File: src/rtl/line_rasterizer_pkg.sv
`default_nettype none
// ============================================================================
// Module      : line_rasterizer_pkg
// Description : Shared FSM state encoding and default coordinate widths for
//               the Bresenham line rasterizer.
// Revision    : 1.0 - initial release
// ============================================================================
package line_rasterizer_pkg;

    localparam int c_XW_DEFAULT = 10;
    localparam int c_YW_DEFAULT = 9;

    // Two bits cover the three states; the fourth code falls back to IDLE.
    typedef enum logic [1:0] {
        IDLE = 2'd0,
        DRAW = 2'd1,
        DONE = 2'd2
    } state_t;

endpackage
`default_nettype wire

File: src/rtl/line_step.sv
`default_nettype none
// ============================================================================
// Module      : line_step
// Description : One combinational Bresenham step: evaluates e2 = 2*err against
//               dy/dx and produces the next cursor position and error term.
// Revision    : 1.0 - initial release
// ============================================================================
module line_step
    import line_rasterizer_pkg::*;
#(
    parameter int XW = c_XW_DEFAULT,
    parameter int YW = c_YW_DEFAULT,
    localparam int EW = ((XW > YW) ? XW : YW) + 2
) (
    input  logic [XW-1:0]        cur_x,
    input  logic [YW-1:0]        cur_y,
    input  logic                 sx_neg,
    input  logic                 sy_neg,
    input  logic signed [EW-1:0] err,
    input  logic signed [EW-1:0] dx,
    input  logic signed [EW-1:0] dy,
    output logic [XW-1:0]        nxt_x,
    output logic [YW-1:0]        nxt_y,
    output logic signed [EW-1:0] nxt_err
);

    // e2 carries one extra bit so doubling the error can never wrap.
    logic signed [EW:0] w_e2;
    logic signed [EW:0] w_dx_ext;
    logic signed [EW:0] w_dy_ext;
    logic               w_step_x;
    logic               w_step_y;

    assign w_e2     = {err, 1'b0};
    assign w_dx_ext = {dx[EW-1], dx};
    assign w_dy_ext = {dy[EW-1], dy};
    assign w_step_x = (w_e2 >= w_dy_ext);
    assign w_step_y = (w_e2 <= w_dx_ext);

    // Both axis updates are applied together when both conditions hold.
    always_comb begin
        nxt_err = err;
        nxt_x   = cur_x;
        nxt_y   = cur_y;
        if (w_step_x) begin
            nxt_err = nxt_err + dy;
            nxt_x   = sx_neg ? (cur_x - XW'(1)) : (cur_x + XW'(1));
        end
        if (w_step_y) begin
            nxt_err = nxt_err + dx;
            nxt_y   = sy_neg ? (cur_y - YW'(1)) : (cur_y + YW'(1));
        end
    end

endmodule
`default_nettype wire

File: src/rtl/line_rasterizer.sv
`default_nettype none
// ============================================================================
// Module      : line_rasterizer
// Description : Streams the pixels of one line (x0,y0)->(x1,y1) using
//               Bresenham's algorithm over a valid/ready handshake, one pixel
//               per cycle while the consumer is ready.
// Revision    : 1.0 - initial release
// ============================================================================
module line_rasterizer
    import line_rasterizer_pkg::*;
#(
    parameter int XW = c_XW_DEFAULT,
    parameter int YW = c_YW_DEFAULT,
    localparam int W  = (XW > YW) ? XW : YW,
    localparam int CW = W + 1
) (
    input  logic          clk,
    input  logic          reset_n,
    input  logic          start,
    input  logic          abort,
    input  logic [XW-1:0] x0,
    input  logic [XW-1:0] x1,
    input  logic [YW-1:0] y0,
    input  logic [YW-1:0] y1,
    output logic [XW-1:0] pix_x,
    output logic [YW-1:0] pix_y,
    output logic          pix_valid,
    input  logic          pix_ready,
    output logic          busy,
    output logic          done,
    output logic [CW-1:0] pix_count
);

    localparam int EW = W + 2;

    state_t               r_state;
    logic [XW-1:0]        r_x;
    logic [YW-1:0]        r_y;
    logic [XW-1:0]        r_x_end;
    logic [YW-1:0]        r_y_end;
    logic signed [EW-1:0] r_err;
    logic signed [EW-1:0] r_dx;
    logic signed [EW-1:0] r_dy;
    logic                 r_sx_neg;
    logic                 r_sy_neg;
    logic [CW-1:0]        r_count;

    logic [XW-1:0]        w_adx;
    logic [YW-1:0]        w_ady;
    logic signed [EW-1:0] w_dx_init;
    logic signed [EW-1:0] w_dy_init;
    logic [XW-1:0]        w_nxt_x;
    logic [YW-1:0]        w_nxt_y;
    logic signed [EW-1:0] w_nxt_err;
    logic                 w_at_end;

    // Absolute deltas at line setup; dy is kept negative as Bresenham expects.
    assign w_adx     = (x1 >= x0) ? (x1 - x0) : (x0 - x1);
    assign w_ady     = (y1 >= y0) ? (y1 - y0) : (y0 - y1);
    assign w_dx_init = EW'(w_adx);
    assign w_dy_init = -EW'(w_ady);
    assign w_at_end  = (r_x == r_x_end) && (r_y == r_y_end);

    line_step #(
        .XW (XW),
        .YW (YW)
    ) u_step (
        .cur_x   (r_x),
        .cur_y   (r_y),
        .sx_neg  (r_sx_neg),
        .sy_neg  (r_sy_neg),
        .err     (r_err),
        .dx      (r_dx),
        .dy      (r_dy),
        .nxt_x   (w_nxt_x),
        .nxt_y   (w_nxt_y),
        .nxt_err (w_nxt_err)
    );

    assign pix_x     = r_x;
    assign pix_y     = r_y;
    assign pix_count = r_count;
    assign pix_valid = (r_state == DRAW);
    assign busy      = (r_state != IDLE);
    assign done      = (r_state == DONE);

    // Line FSM: setup on start, one step per accepted pixel, abort wins.
    always_ff @(posedge clk or negedge reset_n) begin
        if (!reset_n) begin
            r_state  <= IDLE;
            r_x      <= '0;
            r_y      <= '0;
            r_x_end  <= '0;
            r_y_end  <= '0;
            r_err    <= '0;
            r_dx     <= '0;
            r_dy     <= '0;
            r_sx_neg <= 1'b0;
            r_sy_neg <= 1'b0;
            r_count  <= '0;
        end else begin
            case (r_state)
                IDLE: begin
                    if (start && !abort) begin
                        r_x      <= x0;
                        r_y      <= y0;
                        r_x_end  <= x1;
                        r_y_end  <= y1;
                        r_dx     <= w_dx_init;
                        r_dy     <= w_dy_init;
                        r_err    <= w_dx_init + w_dy_init;
                        r_sx_neg <= !(x1 > x0);
                        r_sy_neg <= !(y1 > y0);
                        r_count  <= '0;
                        r_state  <= DRAW;
                    end
                end
                DRAW: begin
                    if (abort) begin
                        r_state <= IDLE;
                    end else if (pix_ready) begin
                        r_count <= r_count + CW'(1);
                        if (w_at_end) begin
                            r_state <= DONE;
                        end else begin
                            r_x   <= w_nxt_x;
                            r_y   <= w_nxt_y;
                            r_err <= w_nxt_err;
                        end
                    end
                end
                DONE: begin
                    r_state <= IDLE;
                end
                default: begin
                    r_state <= IDLE;
                end
            endcase
        end
    end

endmodule
`default_nettype wire

File: config.mk
export PLATFORM = sky130hd
export DESIGN_NAME = line_rasterizer
export DESIGN_NICKNAME = d
export VERILOG_FILES = /design/src/rtl/line_rasterizer_pkg.sv /design/src/rtl/line_step.sv /design/src/rtl/line_rasterizer.sv
export SDC_FILE = /design/constraint.sdc
export NUM_CORES = 1
export LEC_CHECK = 0
export ABC_AREA = 1
export CORE_ASPECT_RATIO = 0.75
export CORE_UTILIZATION = 66
export CTS_CLUSTER_DIAMETER = 150
export CTS_CLUSTER_SIZE = 25
export DETAILED_ROUTE_END_ITERATION = 7
export GPL_TIMING_DRIVEN = 0
export PLACE_DENSITY = 0.86
export SLEW_MARGIN = 20
export SYNTH_ARGS = -nofsm -noshare
export SYNTH_HDL_FRONTEND = slang
export SYNTH_HIERARCHICAL = 1
export SYNTH_SLANG_ARGS = --single-unit
File: constraint.sdc
create_clock -name clk -period 7.1 [get_ports clk]
set_clock_uncertainty 0.1 [all_clocks]
set_input_delay 0.71 -clock clk [delete_from_list [all_inputs] [get_ports clk]]
set_output_delay 0.71 -clock clk [all_outputs]
set_load 0.02 [all_outputs]
==> metrics.txt, run 1 <==
EDFF count, synth 0; most frequent cells in the layout nand2_1 (494), inv_1 (195), ha_1 (110); fraction of registers with async set/reset 100%; met1 Use GR 59.7%; Syn Inst Count 1453; root buffer cell clkbuf_16; Antenna diodes 0; GRT Max-Usage Layer met1; Max Fanout on Critical Path 9; r2r worst-path depth 28; Net Sw Power 2.62 mW; CTS tree yes; largest family of logic cells by synthesized area simple AND/OR/NAND/NOR gates; post-route setup TNS 0 ns; status finished clean; met2 Use GR 57.2%; P per Cell Area 444 nW/um^2; H-tree depth 3; crit path launch type primary input; vias per cell 5.70; slowest stage cell, crit path fa_1; I/O Buffers 75; Post-Synth XOR/XNOR Area 7.25%; FP Rows 38; Detail Route Antenna Nets 0; Post-Synth Simple-Gate Area 31.9%; Yosys cell types 57; Sw Share 53.1%; Tcrit/Tclk final 72.9%; vias in the first global route 9070; Slew @ Worst Pin 0.724 ns; Max Slew Vio Count 0; final setup fails 0; RR Startpoint r_dy[11]; met3 GRT Util 12.6%; initial drt markers 1120; initial antenna violation count 1; die area 15300 sq um; Arr. time, crit path 5.32 ns; combinational power share 71.0%; total track usage 40.8%; Seq/Total Area, Yosys 22.3%; Residual DRC 0; endpoint type of the worst setup path flop; Reg clk slew, reported paths 0.07 ns; Leakage Power 6.02 nW; hold crit path type primary input to async pin; largest net degree at the start of global routing 59; Critical Setup Path Class primary input to flop; DPL Wire Length 24000 microns; global-route wire length before repair 47000 microns; Max Cap Viol 0; drt pass-1 iters 6; die span in y 107 microns; Synth Area in Adders 16.0%; GP Congestion 1.04; FF+latch count, synth 87; vias post-DR 9969; dpl ws 1.73 ns; Rel. slew slack 51.2%; r2r setup slk 3.07 ns; Yosys warnings 6; Resized Gates After CTS 0; Longest Clk Path Bufs 2; Post-CTS Setup Bufs 0; Primary FF master, synth dfrtp_1; Netlist Area Pre-Place 9750 sq um; IO Count 76; Peak supply drop 230 uV; proportion of synthesized area in mux cells 0.205%; clk sinks 87; CP required 7.25 ns; Avg Inst Size Synth 6.71 sq um; area of the core 14500 sq um; unrepaired setup endpoints after global routing false; Final WS setup 1.92 ns; clk_lat worst skew 0.35 ns; hold bufs inserted after CTS 0; routed wire length 29900 microns; Final Hold Fails 0; clock buffer count from CTS 9; Initial Utilization 67.5%; min Tclk post-route 5.18 ns; part of the power in registers 18.1%; fmax 0.193 GHz; internal power 2.32 mW; Die X 142 microns; post-synthesis compound-gate area fraction 12.3%; Critical Path Most Common Cell nand2_1; capturing point of the worst reg2reg path r_err[9]; Clock power frac 10.9%; max incr delay on CP 0.50 ns; share of layout cells above drive strength 1 6.91%; most common cell after layout, fill and taps aside nand2_1; area grow syn2layout 14.0%; DR WL/cell 17.1 microns; total grt overflow 0; Layout Nets 1705
per-stage QoR:
step                      hold WS (ns)  util [%]  area [sq um]  instances  power (mW)
after global placement           0.363      74.5         10800       1731        4.15
after detailed placement         0.380      74.7         10800       1732        4.24
after global routing             0.158      76.9         11100       1748        5.33
final                            0.144      76.9         11100       1748        4.94
after CTS                        0.150      76.9         11100       1748        4.81
after floorplan                  0.314         -          9760       1456        3.37
area by class of cell:
cell class / instances / area, sq um
tap: 200 / 250
sequential: 87 / 2180
buffer: 35 / 209
clock inverter: 6 / 97.6
fill: 1135 / 3330
inverter: 207 / 778
multi-input combinational: 1127 / 6600
timing repair buffer: 76 / 779
clock buffer: 10 / 229
power groups by stage:
stage               Sequential, mW  Combinational (mW)  Clock [mW]
finish                       0.895                3.51       0.539
global route                 0.908                3.86       0.561
CTS                          0.877                3.40       0.539
detailed placement           0.884                3.35           0
global placement             0.876                3.28           0
floorplan                    0.852                2.51           0
state kept, by name, indices dropped and copies added, names as in the netlist:
register and count:
pix_count 11, r_sx_neg 1, r_err 12, r_state 2, r_dy 12, r_y_end 9, pix_x 10, r_x_end 10
r_sy_neg 1, r_dx 10, pix_y 9
per-layer routing:
metal	part of all wire, %	vias up
met2	40	512
li1	-	4799
met3	12	47
met4	2.1	0
met1	46	4611
met5	0	-
how the worst max path moves through the flow:
stage          startpoint       end  depth (start not counted)
6_report            x1[0]  r_err[8]                         29
3_3_place_gp        x1[0]  r_err[8]                         29
2_1_floorplan       x1[0]  r_err[8]                         28
4_1_cts             x1[0]  r_err[8]                         29
5_1_grt             x1[0]  r_err[8]                         29
3_5_place_dp        x1[0]  r_err[8]                         29
cell usage after synthesis (3+ instances only):
master    number  area, sq um
a211oi_1       3         22.5
a21o_1         6         45.0
a21oi_1       76          380
a31oi_1        5         31.3
buf_1          3         11.3
buf_2          6         30.0
buf_6          6         67.6
clkbuf_1      16         60.1
dfrtp_1       87         2180
fa_1           9          180
ha_1         110         1380
inv_1        195          732
inv_2          9         33.8
nand2_1      494         1850
nand2_2       19          119
nand2_4        5         56.3
nand3_1       66          330
nand3_2        8         80.1
nand3b_1       4         30.0
nand4_1       15         93.8
nor2_1        64          240
nor2_2         9         56.3
nor2_4         8         90.1
nor3_1         7         35.0
nor4_1         3         18.8
o211ai_2       5         62.6
o21a_1         9         67.6
o21ai_0       79          395
o21ai_1       10         50.1
o311ai_0       3         26.3
o31ai_1        3         22.5
or2_1          4         25.0
xnor2_1       29          254
xor2_1        48          420
worst max-delay path, delay by kind of cell:
kind | cells | cell delay (ns)
AND/OR/NAND/NOR | 13 | 1.28
adder cells (fa/ha/maj) | 3 | 1.12
AO/OA/AOI/OAI | 7 | 1.09
buffers and inverters | 6 | 1.10
logic make-up (layout without fill, tap and decap cells):
kind of cell,after synthesis,in the layout
AO/OA/AOI/OAI,209,209
adder cells (fa/ha/maj),119,119
multiplexers,2,2
flip-flops,87,87
buffers and inverters,242,334
XOR/XNOR,79,79
AND/OR/NAND/NOR,714,714
other,1,4
Note: power is estimated with default switching activity, not from simulation.
==> inputs of run 2 (changes only) <==
--- a/config.mk
+++ b/config.mk
@@ -7,12 +7,12 @@
 export LEC_CHECK = 0
 export ABC_AREA = 1
 export CORE_ASPECT_RATIO = 0.75
-export CORE_UTILIZATION = 66
+export CORE_UTILIZATION = 61
 export CTS_CLUSTER_DIAMETER = 150
 export CTS_CLUSTER_SIZE = 25
 export DETAILED_ROUTE_END_ITERATION = 7
 export GPL_TIMING_DRIVEN = 0
-export PLACE_DENSITY = 0.86
+export PLACE_DENSITY = 0.8
 export SLEW_MARGIN = 20
 export SYNTH_ARGS = -nofsm -noshare
 export SYNTH_HDL_FRONTEND = slang
==> constraint.sdc (replaced) <==
create_clock -name clk -period 5.05 [get_ports clk]
set_clock_uncertainty 0.1 [all_clocks]
set_input_delay 0.505 -clock clk [delete_from_list [all_inputs] [get_ports clk]]
set_output_delay 0.505 -clock clk [all_outputs]
set_load 0.02 [all_outputs]
==> metrics.txt, run 2 (synthesis results as in run 1) <==
vias in the first global route 8955 (was 9070); most common cell after layout, fill and taps aside nand2_1 (unchanged); clk sinks 87 (unchanged); crit path launch type primary input (unchanged); drt pass-1 iters 5 (was 6); Critical Setup Path Class primary input to flop (unchanged); I/O Buffers 75 (unchanged); Final Hold Fails 0 (unchanged); area grow syn2layout 14.2% (was 14.0%); clk_lat worst skew 0.35 ns (about the same); Max Slew Vio Count 0 (unchanged); Final Core Density 72.2% (was 76.9%); min Tclk post-route 4.68 ns; share of layout cells above drive strength 1 6.91% (about the same); crit path buf inv count 6 (unchanged); WL met3 3210 microns (was 3680 microns); area of the core 15400 sq um (was 14500 sq um); Residual DRC 0 (unchanged); Layout Nets 1706 (was 1705); Detail Route Antenna Nets 0 (unchanged); endpoint type of the worst setup path flop (unchanged); Tcrit/Tclk final 92.6%; P per Cell Area 619 nW/um^2 (was 444 nW/um^2); DPL Wire Length 23700 microns (was 24000 microns); Antenna diodes 0 (unchanged); vias per cell 5.59 (was 5.70); slowest stage cell, crit path fa_1 (unchanged); CTS tree yes (unchanged); Peak supply drop 334 uV (was 230 uV); Leakage Power 6.02 nW (about the same); hold crit path type flop to flop (was primary input to async pin); vias post-DR 9809 (was 9969); M1 WL 14200 microns (was 13800 microns); Design Power 6.90 mW (was 4.94 mW); dpl ws -0.0872 ns (was 1.73 ns); die area 16500 sq um (was 15300 sq um); uppermost routed layer met4 (unchanged); final setup fails 0 (unchanged); total track usage 36.8% (was 40.8%); total grt overflow 0 (unchanged); DR WL/cell 16.7 microns (was 17.1 microns); IO Count 76 (unchanged); Arr. time, crit path 4.82 ns (was 5.32 ns); Reg clk slew, reported paths 0.07 ns (about the same); Final WS setup 0.373 ns (was 1.92 ns); Critical Path Most Common Cell nand2_1 (unchanged); FP Rows 39 (was 38); H-tree depth 3 (unchanged); Initial Utilization 63.3% (was 67.5%); root buffer cell clkbuf_16 (unchanged); die span in y 112 microns (was 107 microns); GP Congestion 1.01 (was 1.04); initial antenna violation count 0 (was 1); delay-heaviest family, CP simple AND/OR/NAND/NOR gates (unchanged); Die X 148 microns (was 142 microns); Longest Clk Path Bufs 2 (unchanged); Post-CTS Setup Bufs 0 (unchanged); largest net degree at the start of global routing 61 (was 59); global-route wire length before repair 46800 microns (was 47000 microns); max incr delay on CP 0.47 ns (was 0.50 ns); routed wire length 29400 microns (was 29900 microns); fmax 0.214 GHz; unrepaired setup endpoints after global routing false (unchanged); Max Fanout on Critical Path 9 (unchanged); CP required 5.19 ns (was 7.25 ns); Slew @ Worst Pin 0.754 ns (was 0.724 ns); met2 wire length 11400 microns (was 11800 microns); Max Cap Viol 0 (unchanged); clock buffer count from CTS 9 (unchanged); Rel. slew slack 49.7% (was 51.2%); initial drt markers 941 (was 1120); status finished clean (unchanged); most frequent cells in the layout nand2_1 (494), inv_1 (195), ha_1 (110) (unchanged)
==> run 2: worst min-delay path: cells and delay by family (launching register included) <==
kind             cells  cell delay [ns]
AO/OA/AOI/OAI        1             0.06
AND/OR/NAND/NOR      1             0.05
flip-flops           1             0.37
==> run 2: repair_timing <==
item / 4_1_cts / 5_1_grt
endpoints found under the setup margin: 0 / 1
gates resized for setup: 0 / 2
endpoints found under the hold margin: 27 / 0
hold buffers: 1 / 0
==> run 2: report_power, final <==
group	total (mW)	leakage [nW]	internal [mW]	switching, mW
clock network	0.754	0.162	0.445	0.309
registers	1.26	1.09	0.894	0.364
logic	4.89	4.77	1.92	2.97
==> run 2: path summary, 6_finish.rpt <==
kind | slack, ns | startpoint | cells past startpoint | end
max reg2reg | 1.10 | r_dy[11] | 29 | r_err[9]
min reg2reg | 0.41 | r_y_end[6] | 2 | r_y_end[6]
max | 0.37 | x1[0] | 29 | r_err[8]
min in group asynchronous | 0.50 | reset_n | 2 | r_state[1]
min | 0.41 | r_y_end[6] | 2 | r_y_end[6]
max in group asynchronous | 3.76 | reset_n | 3 | r_err[9]
==> run 2: final cells by class <==
| class | instances | area [sq um] |
|---|---|---|
| repair buffers | 77 | 790 |
| well taps | 205 | 256 |
| clock buffers | 10 | 229 |
| fillers | 1335 | 4280 |
| plain buffers | 35 | 209 |
| flip-flops and latches | 87 | 2180 |
| inverters | 207 | 778 |
| multi-input cells | 1127 | 6600 |
| clock inverters | 6 | 100 |
==> run 2: routing by layer <==
layer / GRT usage, % / vias to the layer above
li1: - / 4818
met1: 56.2 / 4529
met2: 50.7 / 421
met3: 9.59 / 41
met4: 9.14 / 0
met5: 0 / -
==> run 2: through the flow <==
step	hold slack (ns)	setup TNS [ns]	area, sq um	instances
4_1_cts	0.415	0	11100	1754
6_report	0.410	0	11100	1754
2_1_floorplan	0.109	0	9760	1456
5_1_grt	0.450	0	11100	1754
3_5_place_dp	0.309	-0.0872	10800	1737
3_3_place_gp	0.388	-2.49	10800	1736
